$ cat src/rtl/regfile_scan_ctrl.sv
// Debug/boot-time register-file scan controller: dumps a wrap-around register range
// over a valid/ready stream, or loads a stream into that range, while stalling the CPU.
module regfile_scan_ctrl #(
   parameter int XLEN   = 64,
   parameter int ADDR_W = 5
) (
   input  logic              clk,
   input  logic              rst,
   input  logic              start,
   input  logic              mode,
   input  logic [ADDR_W-1:0] first_reg,
   input  logic [ADDR_W-1:0] last_reg,
   input  logic              abort,
   output logic              busy,
   output logic              cpu_stall,
   output logic              done,
   output logic [ADDR_W-1:0] reg_source_1,
   input  logic [XLEN-1:0]   read_data_1,
   output logic [ADDR_W-1:0] reg_destination,
   output logic [XLEN-1:0]   Write_data,
   output logic              reg_write_en,
   output logic [XLEN-1:0]   dump_data,
   output logic              dump_valid,
   input  logic              dump_ready,
   input  logic [XLEN-1:0]   load_data,
   input  logic              load_valid,
   output logic              load_ready
);

   typedef enum logic [2:0] {
      S_IDLE,
      S_RD_ADDR,
      S_RD_SEND,
      S_LD_WAIT,
      S_LD_WRITE,
      S_DONE
   } state_t;

   state_t              r_state;
   state_t              w_state_next;
   logic [ADDR_W-1:0]   r_idx;
   logic [ADDR_W-1:0]   r_last;
   logic [ADDR_W-1:0]   r_src;
   logic [ADDR_W-1:0]   r_dst;
   logic [XLEN-1:0]     r_dump;
   logic [XLEN-1:0]     r_wdata;
   logic                r_busy;
   logic                r_done;
   logic                r_dvalid;
   logic                r_lready;
   logic                r_we;
   logic                w_last_hit;
   logic [ADDR_W-1:0]   w_idx_inc;

   assign w_last_hit = (r_idx == r_last);
   assign w_idx_inc  = r_idx + ADDR_W'(1);

   // Abort overrides every transition, including a same-cycle handshake.
   always_comb begin
      w_state_next = r_state;
      case (r_state)
         S_IDLE:     if (start) w_state_next = mode ? S_LD_WAIT : S_RD_ADDR;
         S_RD_ADDR:  w_state_next = S_RD_SEND;
         S_RD_SEND:  if (dump_ready) w_state_next = w_last_hit ? S_DONE : S_RD_ADDR;
         S_LD_WAIT:  if (load_valid) w_state_next = S_LD_WRITE;
         S_LD_WRITE: w_state_next = w_last_hit ? S_DONE : S_LD_WAIT;
         S_DONE:     w_state_next = S_IDLE;
         default:    w_state_next = S_IDLE;
      endcase
      if (abort && (r_state != S_IDLE)) w_state_next = S_IDLE;
   end

   always_ff @(posedge clk) begin
      if (rst) begin
         r_state  <= S_IDLE;
         r_idx    <= '0;
         r_last   <= '0;
         r_src    <= '0;
         r_dst    <= '0;
         r_dump   <= '0;
         r_wdata  <= '0;
         r_busy   <= 1'b0;
         r_done   <= 1'b0;
         r_dvalid <= 1'b0;
         r_lready <= 1'b0;
         r_we     <= 1'b0;
      end else begin
         r_state  <= w_state_next;
         r_busy   <= (w_state_next != S_IDLE);
         r_done   <= (w_state_next == S_DONE);
         r_dvalid <= (w_state_next == S_RD_SEND);
         r_lready <= (w_state_next == S_LD_WAIT);
         // x0 is hardwired: its word is consumed but never written.
         r_we     <= (w_state_next == S_LD_WRITE) && (r_idx != '0);
         case (r_state)
            S_IDLE: begin
               if (start) begin
                  r_idx  <= first_reg;
                  r_last <= last_reg;
                  if (!mode) r_src <= first_reg;
               end
            end
            S_RD_ADDR: r_dump <= read_data_1;
            S_RD_SEND: begin
               if (w_state_next == S_RD_ADDR) begin
                  r_idx <= w_idx_inc;
                  r_src <= w_idx_inc;
               end
            end
            S_LD_WAIT: begin
               if (w_state_next == S_LD_WRITE) begin
                  r_dst   <= r_idx;
                  r_wdata <= load_data;
               end
            end
            S_LD_WRITE: if (w_state_next == S_LD_WAIT) r_idx <= w_idx_inc;
            default: ;
         endcase
      end
   end

   assign busy            = r_busy;
   assign cpu_stall       = r_busy;
   assign done            = r_done;
   assign reg_source_1    = r_src;
   assign reg_destination = r_dst;
   assign Write_data      = r_wdata;
   assign reg_write_en    = r_we;
   assign dump_data       = r_dump;
   assign dump_valid      = r_dvalid;
   assign load_ready      = r_lready;

endmodule

$ cat config.mk
export PLATFORM = sky130hd
export DESIGN_NAME = regfile_scan_ctrl
export DESIGN_NICKNAME = d
export VERILOG_FILES = /design/src/rtl/regfile_scan_ctrl.sv
export SDC_FILE = /design/constraint.sdc
export NUM_CORES = 1
export LEC_CHECK = 0
export ABC_AREA = 1
export BUFFER_PORTS_ARGS = -buffer_cell sky130_fd_sc_hd__buf_2
export CORE_ASPECT_RATIO = 1.75
export CORE_MARGIN = 3
export CORE_UTILIZATION = 46
export CTS_CLUSTER_SIZE = 8
export DETAILED_ROUTE_END_ITERATION = 8
export GPL_TIMING_DRIVEN = 0
export PLACE_DENSITY_LB_ADDON = 0.08
export SYNTH_ARGS = -nofsm -noshare
export SYNTH_HDL_FRONTEND = slang
export SYNTH_SLANG_ARGS = --single-unit
$ cat constraint.sdc
create_clock -name clk -period 1.85 [get_ports clk]
set_clock_uncertainty 0.05 [all_clocks]
set_input_delay 0.0925 -clock clk [delete_from_list [all_inputs] [get_ports clk]]
set_output_delay 0.0925 -clock clk [all_outputs]
set_load 0.01 [all_outputs]
## Yosys cells after proc, flatten, opt, wreduce, memory -nomap -nowiden

Cells that the tools add are included.

| storage, ports and cells | value |
|---|---|
| bits in registers | 156 |
| bits of input ports | 145 |
| output and inout port bits | 144 |
| word-level logic and storage cells | 54 |

| cells by class | value |
|---|---|
| add/subtract/negate cells | 1 |
| equality and inequality tests | 14 |
| multiplexer cells | 15 |
| reductions and logical operators | 12 |

Operator list:

| cell | count |
|---|---|
| $mux W5 | 5 |
| $mux W3 | 6 |
| $pmux W3 S5 | 1 |
| $pmux W5 S3 | 1 |
| $eq A3 B2 Y1 const B | 4 |
| $pmux W5 S2 | 1 |
| $eq A3 B3 Y1 const B | 3 |
| $reduce_bool A3 Y1 | 3 |
| $ne A2 B2 Y1 const B | 4 |
| $reduce_and A4 Y1 | 2 |
| $eq A3 B1 Y1 const B | 2 |
| $add A5 B1 Y5 const B | 1 |
| $eq A5 B5 Y1 | 1 |
| $reduce_bool A5 Y1 | 1 |
| $reduce_and A2 Y1 | 2 |
| $logic_not A3 Y1 | 1 |
| $logic_and A1 B1 Y1 | 2 |
| $mux W2 | 1 |
| $reduce_bool A2 Y1 | 1 |

## Longest topological paths before layout

Gate-level depths: netlist (run 1).

| logic depth | value |
|---|---|
| depth after elaboration | 8 |
| depth in mapped cells | 14 |
| depth with buffers taken out | 13 |

## Least setup slack after synthesis (run 1)

Ideal clock, no wire load.

| timing path | value |
|---|---|
| kind | register to register |
| start point | register r_idx[2] |
| end point | register r_dst[0], in the netlist reg_destination[0] |
| setup time | 0.132 ns |
| arrival | 1.531 ns |
| data required time | 1.668 ns |
| path slack | 0.137 ns |
| cell stages (with the launch flop) | 12 |
| path buffers | 2 |
| period minus slack after synthesis | 1.713 ns |
| path through | dfxtp_1 > buf_2 > inv_1 > nand2_1 > nand2_1 > nor2_1 > nand4_1 > a21oi_2 > nand2_2 > clkbuf_1 > nand2_1 > a21oi_1 |

| between the ends | value |
|---|---|
| longest elaborated chain between the ends | 7 |
| elaborated cells on any way between the ends | 8 |
| those cells by class | eq/ne (2); mux (5); reduce/logical (1) |

RTL lines:

| element | line | RTL |
|---|---|---|
| start, declared | 41 | `logic [ADDR_W-1:0] r_idx;` |
| start signal, assigned | 98 | `r_idx <= first_reg;` |
| start signal, assigned | 106 | `r_idx <= w_idx_inc;` |
| start signal, assigned | 116 | `S_LD_WRITE: if (w_state_next == S_LD_WAIT) r_idx <= w_idx_inc;` |
| $eq A5 B5 Y1 * | 55 | `assign w_last_hit = (r_idx == r_last);` |
| $mux W3 (2 in series) | 64 | `S_RD_SEND: if (dump_ready) w_state_next = w_last_hit ? S_DONE : S_RD_ADDR;` |
| $pmux W3 S5 * | 61 | `case (r_state)` |
| $mux W3 * | 70 | `if (abort && (r_state != S_IDLE)) w_state_next = S_IDLE;` |
| $eq A3 B3 Y1 * | 111 | `if (w_state_next == S_LD_WRITE) begin` |
| $reduce_and A2 Y1 (no line) * | n/a |  |
| end signal, assigned | 112 | `r_dst <= r_idx;` |
| end, declared | 44 | `logic [ADDR_W-1:0] r_dst;` |

Every way passes the cells marked *; elsewhere a longest branch is shown, timed or not.
A chain may end at the register's enable or synchronous reset.

## Worst setup path after layout (run 1)

| timing path | value |
|---|---|
| start point | register r_idx[2] |
| end point | register r_wdata[30], in the netlist Write_data[30] |

| between the ends | value |
|---|---|
| longest elaborated chain between the ends | 7 |
| elaborated cells on any way between the ends | 8 |
| those cells by class | eq/ne (2); mux (5); reduce/logical (1) |

RTL lines:

| element | line | RTL |
|---|---|---|
| $eq A5 B5 Y1 * | 55 |  |
| $mux W3 (2 in series) | 64 |  |
| $pmux W3 S5 * | 61 |  |
| $mux W3 * | 70 |  |
| $eq A3 B3 Y1 * | 111 |  |
| $reduce_and A2 Y1 (no line) * | n/a |  |
| end signal, assigned | 113 | `r_wdata <= load_data;` |
| end, declared | 46 | `logic [XLEN-1:0] r_wdata;` |

Marks and branches as above.

==> results of run 1 <==
[final cells by class]
class | instances | area [um^2]
timing repair buffer | 446 | 3000
tap | 168 | 210
inverter | 25 | 93.8
clock inverter | 13 | 106
fill | 869 | 2610
multi-input combinational | 527 | 2630
sequential | 156 | 3150
clock buffer | 19 | 433
buffer | 61 | 335
[routing by layer]
metal	share of wire (%)	wire, um
met4	4.3	953
met5	0	0
met2	52	11400
met1	37	8090
met3	7.1	1560
[registers in the layout (all words and copies together), names as in the netlist]
| name | count |
|---|---|
| Write_data | 64 |
| busy | 1 |
| done | 1 |
| dump_data | 64 |
| dump_valid | 1 |
| load_ready | 1 |
| r_idx | 5 |
| r_last | 5 |
| r_state | 3 |
| reg_destination | 5 |
| reg_source_1 | 5 |
| reg_write_en | 1 |
[metrics by stage]
stage	hold slack, ns	worst slack, ns	setup TNS [ns]	cells	power, mW
6_report	0.0317	-0.0101	-0.0165	1415	8.93
5_1_grt	0.0707	-0.124	-5.88	1415	9.32
4_1_cts	0.00181	-0.0406	-0.363	1403	8.79
3_5_place_dp	0.319	-0.523	-36.19	1224	5.27
3_3_place_gp	0.313	-0.565	-38.75	1224	5.26
2_1_floorplan	0.203	0.137	0	769	4.68
[cells in the final DEF, fill, tap and decap left out, types with 4 or more instances in the layout]
cell type,n
inv_1,22
nor2_4,5
o21ai_0,14
buf_2,288
clkbuf_1,33
dlygate4sd3_1,138
a21oi_2,5
inv_6,6
dfxtp_4,6
dfxtp_1,149
nand2_2,12
nand3_1,139
clkbuf_2,9
a21oi_1,136
clkbuf_16,17
buf_1,4
nand2_1,169
nor2_1,17
buf_4,26
buf_6,9
[worst max path at each step]
stage,startpoint,to,slack (ns),depth (start not counted)
detailed placement,r_idx[0],reg_write_en,-0.52,9
global route,r_state[0],Write_data[30],-0.12,10
global placement,r_idx[0],reg_write_en,-0.56,9
floorplan,r_idx[2],reg_destination[0],0.14,11
finish,r_idx[2],Write_data[30],-0.01,12
CTS,r_idx[2],reg_write_en,-0.04,10
[power groups by stage]
stage / Clock [mW] / Sequential [mW] / Combinational [mW]
6_report: 3.22 / 3.73 / 1.98
3_5_place_dp: 0 / 3.78 / 1.49
2_1_floorplan: 0 / 3.84 / 0.838
5_1_grt: 3.39 / 3.75 / 2.18
3_3_place_gp: 0 / 3.77 / 1.48
4_1_cts: 3.26 / 3.72 / 1.81
[worst min-delay path, cell delays in order]
cell and delay, ns:
buf_2 0.09, inv_1 0.06, nand2_1 0.06, o21ai_0 0.08, a21oi_1 0.07
[timing repair]
| item | in CTS | in global routing |
|---|---|---|
| resized for setup | 50 | 61 |
| gates cloned | 1 | 0 |
| pin swaps | 10 | 20 |
| endpoints found under the setup margin | 83 | 143 |
| hold endpoints to repair | 138 | 0 |
| hold buffers | 138 | 0 |
| buffers inserted | 8 | 12 |
[kinds of logic (layout without fill, tap and decap cells)]
| logic type | count (synthesis) | count (layout) | share of synthesized area, % |
|---|---|---|---|
| muxes | 3 | 3 | 0.546 |
| adders and majority gates | 2 | 2 | 0.420 |
| buffers and inverters | 86 | 564 | 5.70 |
| AOI/OAI and AO/OA | 163 | 163 | 14.2 |
| xor gates and xnor gates | 4 | 4 | 0.589 |
| and+or+nand+nor | 355 | 355 | 26.1 |
| DFF | 156 | 156 | 52.5 |
==> impl_metrics.yaml, run 1 <==
status:
  status: "complete, but fails checks"
  violations: "negative setup slack"
critical_path:
  r2r_start: "r_idx[2]"
  crit_slowest_cell: "dfxtp_2"
  path_buf_inv: 4
  rrSetupSlack_ns: -0.01
  reg2regPathDepth: 12
  critPathTopFamily: "simple AND/OR/NAND/NOR gates"
  critPathCaptureType: "flip-flop"
  crit_required_ns: 2.09
  critical_path_class: "flip-flop to flip-flop"
  worstPathArrival_ns: 2.10
  start_kind: "flip-flop"
  path_cells: "buf_6, inv_2, nand2_2, nand2_2, nor2_2, nand4_1, a21oi_4, buf_6, nand2_8, buf_4, nand2_1, a21oi_2"
  worst-path-max-fanout: 10
  cpPeakStageDelay_ns: 0.33
  regToRegEndpoint: "Write_data[30]"
timing:
  finalWorstSetupSlack_ns: -0.0101
  slew_viol_final: 0
  finalSetupViolCount: 4
  maxSlewHeadroom_pct: 56.4
  fin_crit_sh_pct: 101
  fin_crit_ns: 1.86
  max_freq_ghz: 0.538
  worst_pin_slew_ns: 0.654
  hold_viol: 0
  rsz0062_at_grt: "true"
global_routing:
  busiest_layer: "met2"
  grt_pass1_wl_um: 34800
  use_met3_pct: 7.98
  first_global_vias: 7163
  grt_use_met2_pct: 53.6
  antenna_found_initial: 0
  grt_max_degree: 17
  use_met1_pct: 31.6
  overflow: 0
  grt_usage_pct: 29.8
pwr:
  p_switching_mw: 2.71
  pwr-share-seq_pct: 41.7
  leakage_nw: 4.46
  internal-power_mw: 6.22
  p_comb_share_pct: 22.2
  p_sw_share_pct: 30.4
  peakVddDrop_v: 0.000694
  power_density_mw_per_mm2: 896
  clkPwrFrac_pct: 36.0
cts:
  h-tree-depth: 4
  clk_latency_ns: 0.42
  cts_tree: "done"
  max-clock-path-buffers: 2
  cts_made_buffers: 17
  cts.sinks: 156
  clk_pin_slew_ns: 0.07
  root_buffer: "clkbuf_16"
floorplan:
  die_area_mm2: 0.0144
  num_io_pins: 289
  die_w_um: 92.0
  start_util_pct: 47.4
  coreArea_mm2: 0.0126
  num_rows: 54
  die_h_um: 156
placed_design:
  gp_congestion: 0.819
  io_buffers: 287
  place_area_mm2: 0.00760
  dpl.hpwl_um: 14200
synth:
  synth_edf_count: 0
  syn_inst: 769
  ys_top_cells_by_area: "dfxtp_1 (52%), a21oi_1 (12%), nand3_1 (12%)"
  synth_nets: 916
  synth.avg_cell_area_um2: 7.74
  ys.flop_type: "dfxtp_1"
  synth.most_common_cell: "nand2_1"
  synth_top_cells_by_count: "nand2_1 (181), dfxtp_1 (156), a21oi_1 (141), nand3_1 (140), clkbuf_1 (44)"
  yosys_warnings: 0
  synth_seq_area_share_pct: 52.5
  yosysTopAreaCell: "dfxtp_1"
  synth_seq_cells: 156
  async_flop_share_pct: 0
  netlist.area_leader.share_pct: 52.5
  syn_area_mm2: 0.00595
  ys_types: 26
min_path:
  hold_path.startpoint: "first_reg[4]"
  worstHoldEndpoint: "reg_source_1[4]"
  hp-class: "input pin to flip-flop"
  min_path_cells: 5
cells_and_area:
  final_core_util_pct: 79.3
  syn_to_final_growth_pct: 67.3
  fin_area_mm2: 0.00996
  post_route_cells_drive_above_1_share_pct: 32.8
  diodes: 0
  nets: 1381
detailed_routing:
  viasPerCell: 5.09
  vias: 7205
  detail_route.wl_per_cell_um: 15.5
  antenna_left: 0
  routed_wl_um: 22000
  drc_errors: 0
  drt_first_pass_iters: 5
  drtIter0Drc: 319
flow_run:
  max_cap_viol_count: 0
Power figures use the tool's default switching activity.
==> run 2, diff against run 1 <==
==> constraint.sdc (replaced) <==
create_clock -name clk -period 1.85 [get_ports clk]
set_clock_uncertainty 0.05 [all_clocks]
set_input_delay 0.185 -clock clk [delete_from_list [all_inputs] [get_ports clk]]
set_output_delay 0.185 -clock clk [all_outputs]
set_load 0.01 [all_outputs]
==> run 2 against run 1 <==
Against the previous run:
- critical endpoint unchanged
- via count down 0.21%
- highest routed layer unchanged
- design area down 0.75%
- die area unchanged
- the run still ends with negative setup slack left
- final cell count down 0.57%
- critical path type unchanged
- register-to-register slack about the same
- largest cell class unchanged
==> impl_metrics.yaml, run 2 (synthesized netlist as in run 1, its figures left out) <==
status:
  status: "complete, but fails checks"
  violations: "negative setup slack"
cells_and_area:
  fin_area_mm2: 0.00988
  post_route_cells_drive_above_1_share_pct: 32.8
  final_core_util_pct: 78.7
  final_common_cell: "buf_2"
  nets: 1373
  diodes: 0
  layout_common_cells: "buf_2 (288), nand2_1 (169), dfxtp_1 (149)"
  layout.cells.non_filler: 1407
  syn_to_final_growth_pct: 66.0
  fillers: 880
critical_path:
  worstPathArrival_ns: 2.10
  cp_num_cells: 12
  crit_required_ns: 2.09
  critPathCapture: "Write_data[30]"
  path_cells: "buf_6, inv_2, nand2_2, nand2_2, nor2_2, nand4_1, a21oi_4, buf_6, nand2_8, buf_4, nand2_1, a21oi_2"
  critical_path_class: "flip-flop to flip-flop"
  worst-path-max-fanout: 10
  cpPeakStageDelay_ns: 0.33
  crit_start: "r_idx[2]"
  critPathCaptureType: "flip-flop"
  crit_slowest_cell: "dfxtp_2"
  reg2regPathDepth: 12
  regToRegEndpoint: "Write_data[30]"
  start_kind: "flip-flop"
  rrSetupSlack_ns: -0.009
  r2r_start: "r_idx[2]"
  critPathTopFamily: "simple AND/OR/NAND/NOR gates"
  path_buf_inv: 4
timing:
  max_freq_ghz: 0.538
  fin_crit_ns: 1.86
  slew_viol_final: 0
  finalWorstSetupSlack_ns: -0.00870
  maxSlewHeadroom_pct: 56.3
  finalSetupViolCount: 3
  fin_crit_sh_pct: 100
  worst_pin_slew_ns: 0.655
  hold_viol: 0
  finalSetupTns_ns: -0.0129
  holdWs_ns: 0.0104
  rsz0062_at_grt: "true"
global_routing:
  first_global_vias: 7159
  overflow: 0
  grt_max_degree: 17
  use_met3_pct: 8.18
  antenna_found_initial: 0
  grt_use_met2_pct: 52.7
  grt_usage_pct: 29.7
  use_met1_pct: 31.2
  busiest_layer: "met2"
  grt_pass1_wl_um: 34600
cts:
  max-clock-path-buffers: 2
  root_buffer: "clkbuf_16"
  cts.sinks: 156
  clk_latency_ns: 0.42
  cts_made_buffers: 17
  clk_pin_slew_ns: 0.07
  cts_tree: "done"
  h-tree-depth: 4
pwr:
  leakage_nw: 4.43
  total_power_mw: 8.89
  peakVddDrop_v: 0.000693
  power_density_mw_per_mm2: 900
placed_design:
  io_buffers: 287
  dpl.cell_count: 1224
  dp_slack_ns: -0.523
  dpl.hpwl_um: 14200
  gp_congestion: 0.819
  place_area_mm2: 0.00760
detailed_routing:
  detail_route.wl_per_cell_um: 15.5
  viasPerCell: 5.11
  antenna_left: 0
  drtIter0Drc: 345
  drt_first_pass_iters: 6
  drc_errors: 0
  routed_wl_um: 21800
  vias: 7190
min_path:
  hp-class: "input pin to flip-flop"
floorplan:
  num_io_pins: 289
  start_util_pct: 47.4
  die_h_um: 156
  coreArea_mm2: 0.0126
  die_w_um: 92.0
  die_area_mm2: 0.0144
  num_rows: 54
flow_run:
  max_cap_viol_count: 0
run 2: changes by cell type in the layout (fill, tap and decap cells not counted):
cell	previous run	this run
dlygate4sd3_1	138	132
buf_4	26	24
run 2: cell type report:
cell class                      instances  area, um^2  area share [%]
Sequential cell                       156        3150            31.8
Clock buffer                           19         433            4.38
Buffer                                 61         335            3.39
Tap cell                              168         210            2.13
Multi-Input combinational cell        527        2630            26.6
Inverter                               25        93.8           0.949
Timing Repair Buffer                  438        2930            29.6
Clock inverter                         13         106            1.08
run 2: repair_timing:
item	CTS	global route
buffers inserted	8	10
pin swaps	10	19
gates cloned	1	0
endpoints found under the setup margin	83	143
endpoints found under the hold margin	132	0
resized for setup	50	61
hold buffers	132	0
run 2: power by group:
| group | internal, mW | leakage, nW | total, mW | switching [mW] |
|---|---|---|---|---|
| Clock | 1.74 | 0.256 | 3.22 | 1.47 |
| Combinational | 0.858 | 2.90 | 1.95 | 1.09 |
| Sequential | 3.59 | 1.27 | 3.73 | 0.138 |
| Total | 6.19 | 4.43 | 8.89 | 2.70 |
run 2: metal layers:
metal  vias to the layer above  share of wire (%)
met1                      3258                 36
met5                         -                  0
li1                       3493                  -
met2                       352                 51
met3                        87                7.4
met4                         0                4.8
run 2: how the worst min path moves through the flow:
stage | from | endpoint | cells past startpoint
final | first_reg[0] | reg_source_1[0] | 3
after detailed placement | dump_data[51] | dump_data[51] | 2
after global placement | Write_data[24] | Write_data[24] | 2
after global routing | first_reg[0] | reg_source_1[0] | 3
after CTS | first_reg[0] | reg_source_1[0] | 3
after floorplan | first_reg[0] | reg_source_1[0] | 2
run 2: worst register-to-register path: stages, from the launching register on:
cell and delay, ns:
dfxtp_2 0.33, buf_6 0.10, inv_2 0.04, nand2_2 0.05
nand2_2 0.06, nor2_2 0.12, nand4_1 0.17, a21oi_4 0.24
buf_6 0.15, nand2_8 0.08, buf_4 0.19, nand2_1 0.09
a21oi_2 0.08
==> run 3, diff against run 2 <==
--- a/config.mk
+++ b/config.mk
@@ -9,7 +9,8 @@
 export BUFFER_PORTS_ARGS = -buffer_cell sky130_fd_sc_hd__buf_2
 export CORE_ASPECT_RATIO = 1.75
 export CORE_MARGIN = 3
-export CORE_UTILIZATION = 46
+export CORE_UTILIZATION = 48
+export CTS_BUF_LIST = sky130_fd_sc_hd__clkbuf_8
 export CTS_CLUSTER_SIZE = 8
 export DETAILED_ROUTE_END_ITERATION = 8
 export GPL_TIMING_DRIVEN = 0
==> run 3 against run 2 <==
Against the previous run:
- the run still ends with negative setup slack left
- flip-flop and latch count is the same
- worst hold slack gained 0.035 ns
- register-to-register slack lost 0.30 ns
- die area shrank 4.0%
- via count grew 13%
- design area grew 6.9%
- critical endpoint is now Write_data[21]
- highest routed layer is now met5
==> impl_metrics.yaml, run 3 (synthesized netlist as in run 1, its figures left out) <==
pwr:
  p_sw_share_pct: 31.7
  p_comb_share_pct: 25.0
  pwr-share-seq_pct: 42.1
  leakage_nw: 4.52
  clkPwrFrac_pct: 32.9
  p_switching_mw: 2.81
  power_density_mw_per_mm2: 839
  peakVddDrop_v: 0.000589
  internal-power_mw: 6.06
placed_design:
  io_buffers: 287
  dpl.hpwl_um: 14400
  gp_congestion: 0.835
critical_path:
  start_kind: "flip-flop"
  worst-path-max-fanout: 6
  crit_slowest_cell: "dfxtp_1"
  path_cells: "xnor2_1, nand4_1, a21oi_4, buf_12, buf_12, clkbuf_16, nand3_2, a21oi_2"
  cpPeakStageDelay_ns: 0.39
  critical_path_class: "flip-flop to flip-flop"
  critPathCaptureType: "flip-flop"
  r2r_start: "r_idx[4]"
  critPathTopFamily: "compound AO/OA/AOI/OAI gates"
  cpMostUsedCell: "buf_12"
  reg2regPathDepth: 8
  crit_required_ns: 2.16
  crit_start: "r_idx[4]"
  cp_num_cells: 8
  regToRegEndpoint: "Write_data[21]"
  rrSetupSlack_ns: -0.31
  worstPathArrival_ns: 2.47
  path_buf_inv: 3
timing:
  fin_crit_sh_pct: 117
  slew_viol_final: 0
  max_freq_ghz: 0.462
  hold_viol: 0
  rsz0062_at_grt: "true"
  maxSlewHeadroom_pct: 41.8
  finalSetupViolCount: 66
  finalWorstSetupSlack_ns: -0.313
  fin_crit_ns: 2.16
  worst_pin_slew_ns: 0.873
  holdWs_ns: 0.0449
  finalSetupTns_ns: -4.35
cells_and_area:
  layout_common_cells: "buf_2 (287), nand2_1 (169), dfxtp_1 (148)"
  post_route_cells_drive_above_1_share_pct: 40.8
  multiInputGateArea_mm2: 0.00314
  nets: 1385
  final_common_cell: "buf_2"
  seq_area_mm2: 0.00315
  fillers: 638
  syn_to_final_growth_pct: 77.6
floorplan:
  num_rows: 53
  die_w_um: 90.2
  coreArea_mm2: 0.0121
  num_io_pins: 289
  die_area_mm2: 0.0138
  start_util_pct: 49.3
  die_h_um: 153
min_path:
  hold_path.startpoint: "first_reg[3]"
  hp-class: "input pin to flip-flop"
  min_path_cells: 3
  worstHoldEndpoint: "reg_source_1[3]"
global_routing:
  grt_max_degree: 17
  overflow: 0
  antenna_found_initial: 1
  grt_pass1_wl_um: 37200
  grt_usage_pct: 33.0
  first_global_vias: 7611
flow_run:
  max_cap_viol_count: 0
cts:
  root_buffer: "clkbuf_8"
  cts_tree: "done"
  cts_made_buffers: 17
  h-tree-depth: 4
  max-clock-path-buffers: 2
  clk_latency_ns: 0.45
  clk_pin_slew_ns: 0.11
  cts.sinks: 156
detailed_routing:
  vias: 8094
  drc_errors: 0
  viasPerCell: 5.72
  antenna_left: 0
  drtIter0Drc: 642
  routed_wl_um: 29600
  drt_first_pass_iters: 6
  detail_route.wl_per_cell_um: 20.9
status:
  violations: "negative setup slack"
  status: "complete, but fails checks"
run 3: changes by cell type in the layout (fill, tap and decap cells not counted), moves of 5 or more:
| cell | change |
|---|---|
| a21oi_1 | -40 |
| a21oi_2 | +40 |
| buf_4 | -6 |
| buf_8 | +5 |
| clkbuf_16 | -12 |
| clkbuf_8 | +18 |
| dlygate4sd3_1 | +5 |
| nand3_1 | -51 |
| nand3_2 | +40 |
| nand3_4 | +11 |
run 3: layout make-up:
| type | count | share of cell area, % |
|---|---|---|
| antenna | 1 | 0.0237 |
| tap | 165 | 1.95 |
| inverter | 25 | 0.911 |
| sequential | 156 | 29.8 |
| buffer | 60 | 3.68 |
| timing repair buffer | 450 | 29.8 |
| clock inverter | 13 | 1.81 |
| multi-input combinational | 528 | 29.7 |
| clock buffer | 18 | 2.34 |
run 3: worst reg2reg max path, stage by stage, from the launching register on:
cell and delay [ns]:
dfxtp_1 0.39, xnor2_1 0.33, nand4_1 0.22, a21oi_4 0.19
buf_12 0.16, buf_12 0.15, clkbuf_16 0.17, nand3_2 0.10
a21oi_2 0.33
run 3: how the worst max path moves through the flow:
stage	to	slack, ns
2_1_floorplan	reg_destination[0]	0.14
3_3_place_gp	Write_data[45]	-0.64
3_5_place_dp	Write_data[48]	-0.62
4_1_cts	reg_write_en	-0.03
5_1_grt	Write_data[21]	-0.35
6_report	Write_data[21]	-0.31
run 3: stage by stage:
| step | std cells | setup WS [ns] | total power [mW] | cell area [um^2] | util, % |
|---|---|---|---|---|---|
| floorplan | 769 | 0.137 | 4.68 | 5950 | - |
| global placement | 1221 | -0.642 | 5.25 | 7600 | 62.9 |
| detailed placement | 1221 | -0.622 | 5.27 | 7600 | 62.9 |
| CTS | 1403 | -0.0337 | 8.46 | 9710 | 80.4 |
| global route | 1415 | -0.346 | 9.16 | 10600 | 87.6 |
| finish | 1416 | -0.313 | 8.87 | 10600 | 87.6 |
run 3: power groups by stage:
stage               combinational (mW)  clock [mW]  sequential [mW]
global route                      2.38        3.02             3.76
floorplan                        0.838           0             3.84
detailed placement                1.49           0             3.78
global placement                  1.48           0             3.78
CTS                               1.88        2.86             3.72
finish                            2.22        2.91             3.74
run 3: repair_timing:
item                                    4_1_cts  5_1_grt
endpoints found under the setup margin       83      142
setup buffers                                13        6
pin swaps                                    10       78
hold buffers                                137        0
gates cloned                                  1        7
resized for setup                            63      178
hold endpoints to repair                    136        0
run 3: routing by layer:
layer  vias up  GRT usage (%)  wire length (um)
li1       3523              -                 -
met1      3703           32.7              9310
met2       645           60.6             14800
met3       221           9.45              2790
met4         2           19.0              2600
met5         -              0                12
